File: config.mk
export PLATFORM = sky130hd
export DESIGN_NAME = top_core
export DESIGN_NICKNAME = d
export VERILOG_FILES = /design/src/rtl/top_core_pkg.sv /design/src/rtl/top_core_rx_majority_filter.sv /design/src/rtl/top_core.sv
export SDC_FILE = /design/constraint.sdc
export NUM_CORES = 1
export LEC_CHECK = 0
export BUFFER_PORTS_ARGS = -buffer_cell sky130_fd_sc_hd__buf_4
export CORE_ASPECT_RATIO = 1.2
export CORE_MARGIN = 1
export CORE_UTILIZATION = 50
export DETAILED_ROUTE_END_ITERATION = 12
export PLACE_DENSITY = 0.67
export SYNTH_ARGS = -nofsm -noshare
export SYNTH_HDL_FRONTEND = slang
export SYNTH_SLANG_ARGS = --single-unit
export TNS_END_PERCENT = 1
File: constraint.sdc
create_clock -name clk -period 2.7 [get_ports clk]
set_input_delay 0.54 -clock clk [delete_from_list [all_inputs] [get_ports clk]]
set_output_delay 0.54 -clock clk [all_outputs]
set_load 0.02 [all_outputs]
File: src/rtl/top_core_pkg.sv
// Shared constants and helpers for the top_core serial-to-parallel collector.
package top_core_pkg;

    localparam int WIDTH_DEF       = 8;
    localparam int SYNC_STAGES_DEF = 2;

    // Direction encodings seen on l2b
    localparam logic DIR_MSB_FIRST = 1'b0;
    localparam logic DIR_LSB_FIRST = 1'b1;

    // Bits needed to hold values 0..value-1
    function automatic int clog2(input int value);
        int r;
        int v;
        r = 0;
        v = value - 1;
        while (v > 0) begin
            r = r + 1;
            v = v >> 1;
        end
        return r;
    endfunction

endpackage

File: src/rtl/top_core_rx_majority_filter.sv
// 3-tap majority filter on the synchronized serial bit. Rejects single-cycle
// glitches and adds two edges of latency (tap register plus output register).
module rx_majority_filter (
    input  logic clk,
    input  logic rst,
    input  logic i_d,
    output logic o_q
);

    logic [2:0] r_taps;
    logic       r_q;

    // Tap shift register and registered 2-of-3 vote
    always_ff @(posedge clk) begin
        if (rst) begin
            r_taps <= '0;
            r_q    <= 1'b0;
        end else begin
            r_taps <= {r_taps[1:0], i_d};
            r_q    <= (r_taps[0] & r_taps[1]) |
                      (r_taps[0] & r_taps[2]) |
                      (r_taps[1] & r_taps[2]);
        end
    end

    assign o_q = r_q;

endmodule

File: src/rtl/top_core.sv
// top_core: serial-to-parallel collector. rx is synchronized, shifted into a
// WIDTH-bit frame in the direction chosen by l2b, and each full frame is
// latched into a holding register driven onto test when oe is high.
// Optional build macro TOP_CORE_RX_FILTER_EN inserts a 3-sample majority
// filter after the synchronizer (two extra edges of latency and warm-up).
module top_core
    import top_core_pkg::*;
#(
    parameter int WIDTH       = WIDTH_DEF,
    parameter int SYNC_STAGES = SYNC_STAGES_DEF
) (
    input  logic             clk,
    input  logic             rst,
    input  logic             l2b,
    input  logic             oe,
    input  logic             rx,
    output logic [WIDTH-1:0] test
);

`ifdef TOP_CORE_RX_FILTER_EN
    localparam int WARM = SYNC_STAGES + 2;
`else
    localparam int WARM = SYNC_STAGES;
`endif
    localparam int VC_W  = clog2(WARM + 1);
    localparam int CNT_W = clog2(WIDTH);

    logic [SYNC_STAGES-1:0] r_sync;
    logic [VC_W-1:0]        r_valid_cnt;
    logic [WIDTH-1:0]       r_sr;
    logic [CNT_W-1:0]       r_cnt;
    logic [WIDTH-1:0]       r_hold;
    logic                   r_l2b_q;

    logic                   w_rx_s;
    logic                   w_rx_f;
    logic                   w_en;
    logic                   w_dir_chg;
    logic                   w_last;
    logic [WIDTH-1:0]       w_sr_nxt;

    // Synchronizer chain for the asynchronous rx input
    always_ff @(posedge clk) begin
        if (rst) begin
            r_sync <= '0;
        end else begin
            r_sync <= (r_sync << 1) | SYNC_STAGES'(rx);
        end
    end

    assign w_rx_s = r_sync[SYNC_STAGES-1];

`ifdef TOP_CORE_RX_FILTER_EN
    rx_majority_filter u_filter (
        .clk (clk),
        .rst (rst),
        .i_d (w_rx_s),
        .o_q (w_rx_f)
    );
`else
    assign w_rx_f = w_rx_s;
`endif

    // Warm-up counter: holds off shifting until the reset zeros have drained
    always_ff @(posedge clk) begin
        if (rst) begin
            r_valid_cnt <= '0;
        end else if (r_valid_cnt != VC_W'(WARM)) begin
            r_valid_cnt <= r_valid_cnt + 1'b1;
        end
    end

    assign w_en      = (r_valid_cnt == VC_W'(WARM));
    assign w_dir_chg = (l2b != r_l2b_q);
    assign w_last    = (r_cnt == CNT_W'(WIDTH - 1));

    // Next shift-register value for the current direction
    always_comb begin
        w_sr_nxt = r_sr;
        if (l2b == DIR_LSB_FIRST) begin
            w_sr_nxt = {w_rx_f, r_sr[WIDTH-1:1]};
        end else begin
            w_sr_nxt = {r_sr[WIDTH-2:0], w_rx_f};
        end
    end

    // Frame assembly; a direction change drops the partial frame and this bit
    always_ff @(posedge clk) begin
        if (rst) begin
            r_sr    <= '0;
            r_cnt   <= '0;
            r_hold  <= '0;
            r_l2b_q <= 1'b0;
        end else begin
            r_l2b_q <= l2b;
            if (w_dir_chg) begin
                r_sr  <= '0;
                r_cnt <= '0;
            end else if (w_en) begin
                r_sr <= w_sr_nxt;
                if (w_last) begin
                    r_cnt  <= '0;
                    r_hold <= w_sr_nxt;
                end else begin
                    r_cnt <= r_cnt + 1'b1;
                end
            end
        end
    end

    assign test = oe ? r_hold : '0;

endmodule

==> summary.md, run 1 <==
| Metric | Value |
|---|---|
| Total GRT Usage | `18.1%` |
| Fraction of layout cells with a size suffix above 1 | `24.1%` |
| Initial Utilization | `55.6%` |
| Fin crit share | `~56%` |
| Post-CTS Resized | `0` |
| PD cells | `671 nW/um2` |
| Worst Path Max Fanout | `8` |
| M3 GR Usage | `3.10%` |
| Gr busiest metal | `met2` |
| Nets | `between 100 and 150` |
| Clock sink total | `24` |
| Final Max Tran Viols | `0` |
| Sequential area share after synthesis | `between 40% and 50%` |
| Core ar. | `1910 um2` |
| Worst path max stage delay | `approximately 150 ps` |
| Ant. Diodes | `0` |
| Synth Area in Simple Gates | `13.8%` |
| Hold Vio Cnt, Final | `0` |
| Antenna viol nets, final | `0` |
| Row count | `17` |
| Post-synthesis compound-gate area fraction | `19.3%` |
| Cell count after synthesis | `102` |
| CTS tree | `done` |
| CTS buffer count | `3` |
| Final setup TNS | `0 ps` |
| Most frequent cells in the layout | `24 x dfxtp_1, 15 x nor2_1, 13 x buf_4, 11 x mux2i_1` |
| Wire per inst | `~13 um` |
| Detailed Routing Iterations Pass 1 | `4` |
| Worst R2R End | `r_hold[0]` |
| Relative max-transition margin | `a little under three quarters` |
| Synth Area in Adders | `3.53%` |
| CP startpoint | `oe` |
| Largest family of logic cells by synthesized area | `compound AO/OA/AOI/OAI gates` |
| Final min period | `1520 ps` |
| Post-CTS Setup Repair Bufs | `0` |
| Worst Max-Slew Pin Slew | `423 ps` |
| Count of final setup violators | `0` |
| H-tree depth | `1` |
| Clock Root Buffer | `clkbuf_4` |
| Crit path DAT | `980 ps` |
| Placed Area | `1140 um2` |
| # fillers | `163` |
| Clock Skew | `7.35 ps` |
| Most frequent cell on the critical path | `buf_4` |
| Number of I/O pins | `13` |
| Largest net degree at the start of global routing | `23` |
| CP max-delay cell | `and2_1` |
| Flops & latches, synth | `24` |
| DRC viols | `0` |
| Port bufs | `12` |
| CP Launch Type | `input pin` |
| Die H | `52.5 um` |
| DIE AREA | `roughly 2300 um2` |
| Final wirelength | `1760 um` |
| Initial antenna violation count | `0` |
| R2r setup slk | `approximately 1200 ps` |
| Max Cap Violations | `0` |
| FF-to-FF Start | `r_cnt[0]` |
| Final instance area | `1180 um2` |
| Die X | `around 44 um` |
| Critical path cell sequence | `buf_4 > and2_1 > buf_4` |
| Vias per cell | `between 5 and 6` |
| Endpoint class of the critical path | `output port` |
| Hold_buf cts | `0` |
| Post-Synth XOR/XNOR Area | `around 3.4%` |
| Synthesized area per cell | `10.4 um2` |
| Met1 Use GR | `22.4%` |
| Commonest non-fill, non-tap cell in the layout | `dfxtp_1` |
| Synth Net Count | `110` |
| Area Growth Syn to Fin | `10.7%` |
| Clock slew at reported path FFs | `130 ps` |
| Dpl hpwl | `1280 um` |
| Grt met2 use | `29.7%` |
| GP Congestion | `0.745` |
| Worst skew pair latency | `310 ps` |
| Sequential Area | `480 um2` |
| Mux cell area share after synthesis | `10.4%` |
| Yosys warns | `0` |
| Worst vdd rail ir drop | `roughly 0.46 mV` |
| Yosys cell types | `19` |
| Clock Path Buffers | `2` |
| Worst hold path type | `in2reg` |
| Multi-input logic area | `536 um2` |
| CP Capture Point | `test[1]` |
| Pleak | `0.457 nW` |
| Power consumption | `790 uW` |
| Vias | `between 700 and 800` |
| Vias in the first global route | `713` |
| Critical path type | `in2out` |
| Initial DRC count | `8` |
| Fmax | `~0.66 GHz` |
| Gr ovfl total | `0` |
| Unrepaired setup endpoints after global routing | `no` |
| Synthesized area | `approximately 1100 um2` |
| Worst path required time | `2160 ps` |
| Global-route wire length before repair | `approximately 3000 um` |
| Worst r2r path cells | `5` |
| Outcome | `finished, final reports clean` |
## cell families after synthesis
logic type / after synthesis
AOI/OAI and AO/OA: 25
adders and majority gates: 3
buffers and inverters: 8
DFF: 24
muxes: 11
and+or+nand+nor: 29
xor gates and xnor gates: 2
## Yosys cell counts, drive strengths merged
cell type | count | area [um2]
nor2b | 3 | 18.8
nand2b | 1 | 6.26
a211oi | 16 | 160
nor2 | 15 | 56.3
xnor2 | 1 | 27.5
and2 | 10 | 65.1
ha | 3 | 37.5
inv | 1 | 3.75
dfxtp | 24 | 480
buf | 4 | 31.3
xor2 | 1 | 8.76
clkbuf | 3 | 12.5
a21oi | 9 | 45.0
mux2i | 11 | 110
## where the power goes
group	internal, mW	leakage [nW]	switching (mW)
clock network	0.0823	0.0210	0.101
registers	0.390	0.195	0.0228
logic	0.0785	0.241	0.115
## worst min path at each step
stage / to / depth (start not counted) / startpoint / slack (ps)
final: r_sync[0] / 2 / rx / 430
after global routing: r_sync[0] / 2 / rx / 420
after CTS: r_sync[0] / 2 / rx / 440
after detailed placement: r_sync[1] / 1 / r_sync[0] / 430
after global placement: r_sync[1] / 1 / r_sync[0] / 430
after floorplan: r_sync[1] / 1 / r_sync[0] / 410
## worst max-delay path, delay by kind of cell
kind | cells | cell delay [ps]
AND/OR/NAND/NOR | 1 | 150
buffers and inverters | 2 | 280
## through the flow
step	std cells	util (%)	hold WS (ps)	setup slack (ps)
2_1_floorplan	102	-	414	1180
3_3_place_gp	127	59.6	425	1070
3_5_place_dp	127	59.6	434	1010
4_1_cts	131	61.5	437	1180
5_1_grt	131	61.5	419	1110
6_report	131	61.5	434	1180
## flip-flops by register name, summed over array words and instances (netlist names)
signal / flops
r_hold: 8
r_cnt: 3
r_l2b_q: 1
r_valid_cnt: 2
r_sr: 8
r_sync: 2
## final cells by class
type	instances	share of cell area (%)
clock buffer	4	3.08
inverter	1	0.319
multi-input combinational	70	45.5
sequential	24	40.8
tap	19	2.02
timing repair buffer	13	8.29
## layer usage
metal | share of wire, % | vias up
met5 | 0 | -
met4 | 1.6 | 0
met3 | 3.2 | 4
met2 | 50 | 15
met1 | 45 | 341
li1 | - | 374
No activity file was read; power rests on OpenSTA's default activity.
==> run 2, diff against run 1 <==
==> constraint.sdc (replaced) <==
create_clock -name clk -period 1.6 [get_ports clk]
set_input_delay 0.32 -clock clk [delete_from_list [all_inputs] [get_ports clk]]
set_output_delay 0.32 -clock clk [all_outputs]
set_load 0.02 [all_outputs]
==> run 2 against run 1 <==
Compared with the run above:
- final cell count increased by 0.76%
- highest routed layer unchanged
- clock power increased by 140%
- combinational power increased by 73%
- largest cell class unchanged
- global-route usage increased by 1.0 points
- routed wire length increased by 5.7%
==> summary.md, run 2 (synthesis results as in run 1) <==
| Metric | Value |
|---|---|
| Outcome | `finished, final reports clean (unchanged)` |
| Max Cap Violations | `0 (unchanged)` |
| FF-to-FF Start | `r_cnt[0] (unchanged)` |
| Combinational share of power | `22.5% (was 24.5%)` |
| Ant. Diodes | `0 (unchanged)` |
| GP Congestion | `0.744 (was 0.745)` |
| Core ar. | `1910 um2 (unchanged)` |
| Fraction of layout cells with a size suffix above 1 | `25.7% (was 24.1%)` |
| Gr ovfl total | `0 (unchanged)` |
| Wire per inst | `14.1 um (was 13.4 um)` |
| Commonest non-fill, non-tap cell in the layout | `dfxtp_1 (unchanged)` |
| Port bufs | `12 (unchanged)` |
| PD cells | `1230 nW/um2 (was 671 nW/um2)` |
| Detailed Routing Iterations Pass 1 | `4 (unchanged)` |
| Switching power | `431 uW (was 239 uW)` |
| Global-route wire length before repair | `3150 um (was 3000 um)` |
| H-tree depth | `1 (unchanged)` |
| Fmax | `0.671 GHz` |
| Worst r2r path cells | `5 (unchanged)` |
| Die X | `44.1 um (unchanged)` |
| Internal power | `1.05 mW (was 551 uW)` |
| Clock Root Buffer | `clkbuf_4 (unchanged)` |
| Total GRT Usage | `19.1% (was 18.1%)` |
| CP delay by family, top | `simple AND/OR/NAND/NOR gates (was buffers and inverters)` |
| Initial antenna violation count | `0 (unchanged)` |
| Worst path required time | `1860 ps (was 2160 ps)` |
| Row count | `17 (unchanged)` |
| Final setup TNS | `0 ps (unchanged)` |
| Clock Skew | `9.70 ps (was 7.35 ps)` |
| Vias | `750 (was 734)` |
| R2r setup slk | `110 ps (was 1190 ps)` |
| # fillers | `162 (was 163)` |
| Clock Path Buffers | `2 (unchanged)` |
| Worst hold path type | `in2reg (unchanged)` |
| Final wirelength | `1860 um (was 1760 um)` |
| Clock slew at reported path FFs | `140 ps (was 130 ps)` |
| Largest regs | `r_hold (8), r_sr (8), r_cnt (3) (unchanged)` |
| CTS tree | `done (unchanged)` |
| DIE AREA | `2320 um2 (unchanged)` |
| Non-Filler Instances | `132 (was 131)` |
| Largest net degree at the start of global routing | `23 (unchanged)` |
| Cells on Worst Hold Path | `2 (unchanged)` |
| Sw Share | `29.1% (was 30.3%)` |
| Relative max-transition margin | `71.5% (was 71.8%)` |
| Most frequent cells in the layout | `24 x dfxtp_1, 15 x nor2_1, 14 x buf_4, 11 x mux2i_1, 9 x a21oi_1 (was 24 x dfxtp_1, 15 x nor2_1, 13 x buf_4, 11 x mux2i_1)` |
| Placed Cells incl. Taps | `128 (was 127)` |
| CP Launch Type | `flop (was input pin)` |
| Count of final setup violators | `0 (unchanged)` |
| Die H | `52.5 um (unchanged)` |
| Initial Utilization | `55.6% (unchanged)` |
| Worst skew pair latency | `330 ps (was 310 ps)` |
| Worst vdd rail ir drop | `0.818 mV (was 0.463 mV)` |
| Final Max Tran Viols | `0 (unchanged)` |
| Sequential fraction of design power | `47.1% (was 52.3%)` |
| DRC viols | `0 (unchanged)` |
| CTS buffer count | `3 (unchanged)` |
| Dpl hpwl | `1380 um (was 1280 um)` |
| Endpoint class of the critical path | `flop (was output port)` |
| Vias in the first global route | `690 (was 713)` |
| Final min period | `roughly 1500 ps` |
| Critical path type | `reg2reg (was in2out)` |
| Pleak | `0.470 nW (was 0.457 nW)` |
| Nets | `122 (was 121)` |
| Worst Max-Slew Pin Slew | `428 ps (was 423 ps)` |
| Clock power frac | `30.4% (was 23.2%)` |
| Crit path DAT | `1750 ps (was 980 ps)` |
| Fin crit share | `between 90% and 100%` |
| Initial DRC count | `4 (was 8)` |
| Worst Path Max Fanout | `9 (was 8)` |
| Antenna viol nets, final | `0 (unchanged)` |
| Most frequent cell on the critical path | `ha_1 (was buf_4)` |
| CP max-delay cell | `dfxtp_1 (was and2_1)` |
| Hold EP | `r_sync[0] (unchanged)` |
| Critical path cell sequence | `ha_1 > ha_1 > and2_2 > and2_4 > a211oi_2 (was buf_4 > and2_1 > buf_4)` |
| Area Growth Syn to Fin | `13.1% (was 10.7%)` |
| Unrepaired setup endpoints after global routing | `no (unchanged)` |
| Worst path bufs/invs | `0 (was 2)` |
| Number of I/O pins | `13 (unchanged)` |
| Hold_sp | `rx (unchanged)` |
| Vias per cell | `5.68 (was 5.60)` |
| Worst path max stage delay | `350 ps (was 150 ps)` |
| Worst R2R End | `r_hold[0] (unchanged)` |
| Hold Vio Cnt, Final | `0 (unchanged)` |
| Clock sink total | `24 (unchanged)` |
| Post-CTS Setup Repair Bufs | `0 (unchanged)` |
-- run 2: how the worst max path moves through the flow --
stage          depth (start not counted)        end      from
2_1_floorplan                          7  r_hold[0]  r_cnt[0]
3_3_place_gp                           5  r_hold[7]  r_cnt[0]
3_5_place_dp                           5  r_hold[0]  r_cnt[0]
4_1_cts                                5  r_hold[0]  r_cnt[0]
5_1_grt                                5  r_hold[0]  r_cnt[0]
6_report                               5  r_hold[0]  r_cnt[0]
-- run 2: power by group through the flow --
stage                     clock [mW]  combinational (mW)  sequential (mW)
after floorplan                    0               0.274            0.701
after global placement             0               0.324            0.708
after detailed placement           0               0.338            0.711
after CTS                      0.450               0.339            0.698
after global routing           0.475               0.383            0.706
final                          0.449               0.333            0.697
-- run 2: through the flow --
| stage | worst slack (ps) | hold WS [ps] | total power [mW] | instance area (um2) | util (%) |
|---|---|---|---|---|---|
| after global placement | 169 | 464 | 1.03 | 1150 | 60.0 |
| after detailed placement | 108 | 465 | 1.05 | 1150 | 60.0 |
| after global routing | 22.3 | 201 | 1.56 | 1200 | 62.8 |
| after CTS | 75.4 | 196 | 1.49 | 1200 | 62.7 |
| after floorplan | 82.8 | 392 | 0.975 | 1060 | - |
| final | 110 | 196 | 1.48 | 1200 | 62.8 |
-- run 2: cell type report --
class                           instances  area, um2  share of cell area (%)
Sequential cell                        24        480                    40.0
Clock buffer                            3       22.5                    1.87
Clock inverter                          1       30.0                    2.50
Multi-Input combinational cell         70        537                    44.6
Timing Repair Buffer                   14        105                    8.74
Inverter                                1       3.75                   0.312
Tap cell                               19       23.8                    1.98
-- run 2: timing repair --
action,in CTS,in global routing
hold buffers,0,0
setup endpoints to repair,0,1
endpoints found under the hold margin,0,0
resized for setup,0,1
-- run 2: per-layer routing --
layer | global-route usage [%] | wire length [um] | vias up
li1 | - | - | 383
met1 | 24.6 | 831 | 350
met2 | 29.9 | 938 | 12
met4 | 9.09 | 42 | 0
met3 | 4.14 | 48 | 5
met5 | 0 | 0 | -
==> run 3, diff against run 2 <==
--- a/config.mk
+++ b/config.mk
@@ -10,7 +10,7 @@
 export CORE_MARGIN = 1
 export CORE_UTILIZATION = 50
 export DETAILED_ROUTE_END_ITERATION = 12
-export PLACE_DENSITY = 0.67
+export PLACE_DENSITY = 0.7
 export SYNTH_ARGS = -nofsm -noshare
 export SYNTH_HDL_FRONTEND = slang
 export SYNTH_SLANG_ARGS = --single-unit
==> constraint.sdc (replaced) <==
create_clock -name clk -period 1.25 [get_ports clk]
set_input_delay 0.25 -clock clk [delete_from_list [all_inputs] [get_ports clk]]
set_output_delay 0.25 -clock clk [all_outputs]
set_load 0.02 [all_outputs]
==> run 3 against run 2 <==
Compared with the run above:
- sequential power rose by 28%
- highest routed layer unchanged
- clock skew fell by 8.5 ps
- final cell count rose by 3.8%
- worst setup slack got worse by 170 ps
- flip-flop and latch count did not move
- cell area rose by 4.3%
- critical path depth did not move
- register-to-register slack got worse by 170 ps
- the run now ends with setup timing left
==> summary.md, run 3 (synthesis results as in run 1) <==
| Metric | Value |
|---|---|
| DRC viols | `0 (unchanged)` |
| Worst Path Max Fanout | `9 (unchanged)` |
| Count of final setup violators | `8 (was 0)` |
| Worst R2R End | `r_hold[2] (was r_hold[0])` |
| Sw Share | `30.8% (was 29.1%)` |
| Clock Path Buffers | `2 (unchanged)` |
| Ant. Diodes | `0 (unchanged)` |
| Gr busiest metal | `met2 (unchanged)` |
| Fraction of layout cells with a size suffix above 1 | `32.2% (was 25.7%)` |
| Hold_sp | `rx (unchanged)` |
| Sequential fraction of design power | `52.6% (was 47.1%)` |
| Crit path DAT | `1550 ps (was 1750 ps)` |
| Dpl hpwl | `1340 um (was 1380 um)` |
| Die X | `44.1 um (unchanged)` |
| CTS tree | `done (unchanged)` |
| CP Launch Type | `flop (unchanged)` |
| Clock Skew | `1.25 ps (was 9.70 ps)` |
| GP Congestion | `0.772 (was 0.744)` |
| Nets | `128 (was 122)` |
| Cells on Worst Hold Path | `2 (unchanged)` |
| DIE AREA | `2320 um2 (unchanged)` |
| Non-Filler Instances | `137 (was 132)` |
| Placed Cells incl. Taps | `134 (was 128)` |
| Vias per cell | `5.44 (was 5.68)` |
| Area Growth Syn to Fin | `17.9% (was 13.1%)` |
| Final instance area | `1250 um2 (was 1200 um2)` |
| Initial Utilization | `55.6% (unchanged)` |
| Worst vdd rail ir drop | `1.18 mV (was 0.818 mV)` |
| Max Cap Violations | `0 (unchanged)` |
| Die H | `52.5 um (unchanged)` |
| Clock sink total | `24 (unchanged)` |
| Internal power | `1.17 mW (was 1.05 mW)` |
| Critical path type | `reg2reg (unchanged)` |
| Core ar. | `1910 um2 (unchanged)` |
| Outcome | `finished with violations (was finished, final reports clean)` |
| Most frequent cells in the layout | `22 x dfxtp_1, 19 x buf_4, 15 x nor2_1, 11 x mux2i_1, 9 x a21oi_1 (was 24 x dfxtp_1, 15 x nor2_1, 14 x buf_4, 11 x mux2i_1, 9 x a21oi_1)` |
| Hold EP | `r_sync[0] (unchanged)` |
| Combinational share of power | `28.2% (was 22.5%)` |
| Endpoint class of the critical path | `flop (unchanged)` |
| Fin crit share | `104% (was 93.1%)` |
| Hold Vio Cnt, Final | `0 (unchanged)` |
| Worst Max-Slew Pin Slew | `300 ps (was 428 ps)` |
| Vias | `745 (was 750)` |
| Port bufs | `12 (unchanged)` |
| Global-route wire length before repair | `2990 um (was 3150 um)` |
| Largest net degree at the start of global routing | `23 (unchanged)` |
| Initial antenna violation count | `0 (unchanged)` |
| Fmax | `0.766 GHz (was 0.671 GHz)` |
| Worst path required time | `1490 ps (was 1860 ps)` |
| R2r setup slk | `-60 ps (was 110 ps)` |
| H-tree depth | `1 (unchanged)` |
| Worst r2r path cells | `5 (unchanged)` |
| Final setup TNS | `-311 ps (was 0 ps)` |
| Failing checks | `setup timing` |
| Detailed Routing Iterations Pass 1 | `6 (was 4)` |
| Worst skew pair latency | `310 ps (was 330 ps)` |
| Fin worst setup slack | `-55.6 ps (was 110 ps)` |
| Final min period | `1310 ps (was 1490 ps)` |
| Pleak | `0.482 nW (was 0.470 nW)` |
| M3 GR Usage | `2.07% (was 4.14%)` |
| Largest regs | `r_hold (8), r_sr (8), r_cnt (3) (unchanged)` |
| Grt met2 use | `30.4% (was 29.9%)` |
| PD cells | `1350 nW/um2 (was 1230 nW/um2)` |
| Total GRT Usage | `17.9% (was 19.1%)` |
| Clock slew at reported path FFs | `120 ps (was 140 ps)` |
| Clock Root Buffer | `clkbuf_4 (unchanged)` |
| Number of I/O pins | `13 (unchanged)` |
| Clock power frac | `19.2% (was 30.4%)` |
| Worst hold path type | `in2reg (unchanged)` |
| Wire per inst | `13.0 um (was 14.1 um)` |
| Antenna viol nets, final | `0 (unchanged)` |
| Switching power | `523 uW (was 431 uW)` |
| CTS buffer count | `3 (unchanged)` |
| Commonest non-fill, non-tap cell in the layout | `dfxtp_1 (unchanged)` |
| Unrepaired setup endpoints after global routing | `yes (was no)` |
| Final Max Tran Viols | `0 (unchanged)` |
| Met1 Use GR | `21.9% (was 24.6%)` |
| Relative max-transition margin | `79.5% (was 71.5%)` |
| Initial DRC count | `9 (was 4)` |
| Row count | `17 (unchanged)` |
| Vias in the first global route | `696 (was 690)` |
| Post-CTS Setup Repair Bufs | `0 (unchanged)` |
| Gr ovfl total | `0 (unchanged)` |
| Placed Area | `1220 um2 (was 1150 um2)` |
| Final wirelength | `1780 um (was 1860 um)` |
| FF-to-FF Start | `r_cnt[1] (was r_cnt[0])` |
run 3: cell types whose count changed in the layout (fill, tap and decap cells not counted):
cell       delta
and2_2        -1
buf_8         +1
and2_4        +1
dfxtp_2       +2
buf_4         +5
bufinv_16     -1
dfxtp_1       -2
ha_1          -2
ha_4          +2
run 3: how the worst max path moves through the flow:
stage	to	start
floorplan	r_hold[0]	r_cnt[0]
global placement	r_hold[2]	r_cnt[1]
detailed placement	r_hold[2]	r_cnt[1]
CTS	r_hold[2]	r_cnt[1]
global route	r_hold[1]	r_cnt[1]
finish	r_hold[2]	r_cnt[1]
run 3: power by group through the flow:
stage / logic [mW] / registers (mW) / clock network [mW]
final: 0.478 / 0.893 / 0.325
after global routing: 0.550 / 0.901 / 0.372
after CTS: 0.460 / 0.894 / 0.334
after detailed placement: 0.457 / 0.911 / 0
after global placement: 0.443 / 0.909 / 0
after floorplan: 0.352 / 0.900 / 0
run 3: worst max-delay path, stage by stage, from the launching register on:
cell	delay (ps)
dfxtp_2	350
ha_4	160
ha_4	150
and2_4	180
and2_4	210
a211oi_2	180
run 3: area by class of cell:
type	count	area, um2
Timing Repair Buffer	20	158
Fill cell	172	661
Tap cell	19	23.8
Inverter	1	3.75
Multi-Input combinational cell	70	563
Clock buffer	3	22.5
Sequential cell	24	483
run 3: layer usage:
layer  wire [um]  part of all wire [%]
met1         843                    47
met2         849                    48
met3          45                   2.5
met4          40                   2.2
met5           0                     0
run 3: repair_timing:
item / in CTS / in global routing
pin swaps: 0 / 0
resized for setup: 0 / 2
hold buffers: 0 / 0
endpoints found under the setup margin: 8 / 17
run 3: stage by stage:
step	hold slack, ps	worst slack [ps]	util (%)	total power, mW
after floorplan	322	-157	-	1.25
after global placement	424	-27.3	63.9	1.35
after detailed placement	432	-44.3	63.9	1.37
after CTS	139	-70.9	65.1	1.69
after global routing	138	-104	65.5	1.82
final	139	-55.6	65.5	1.70
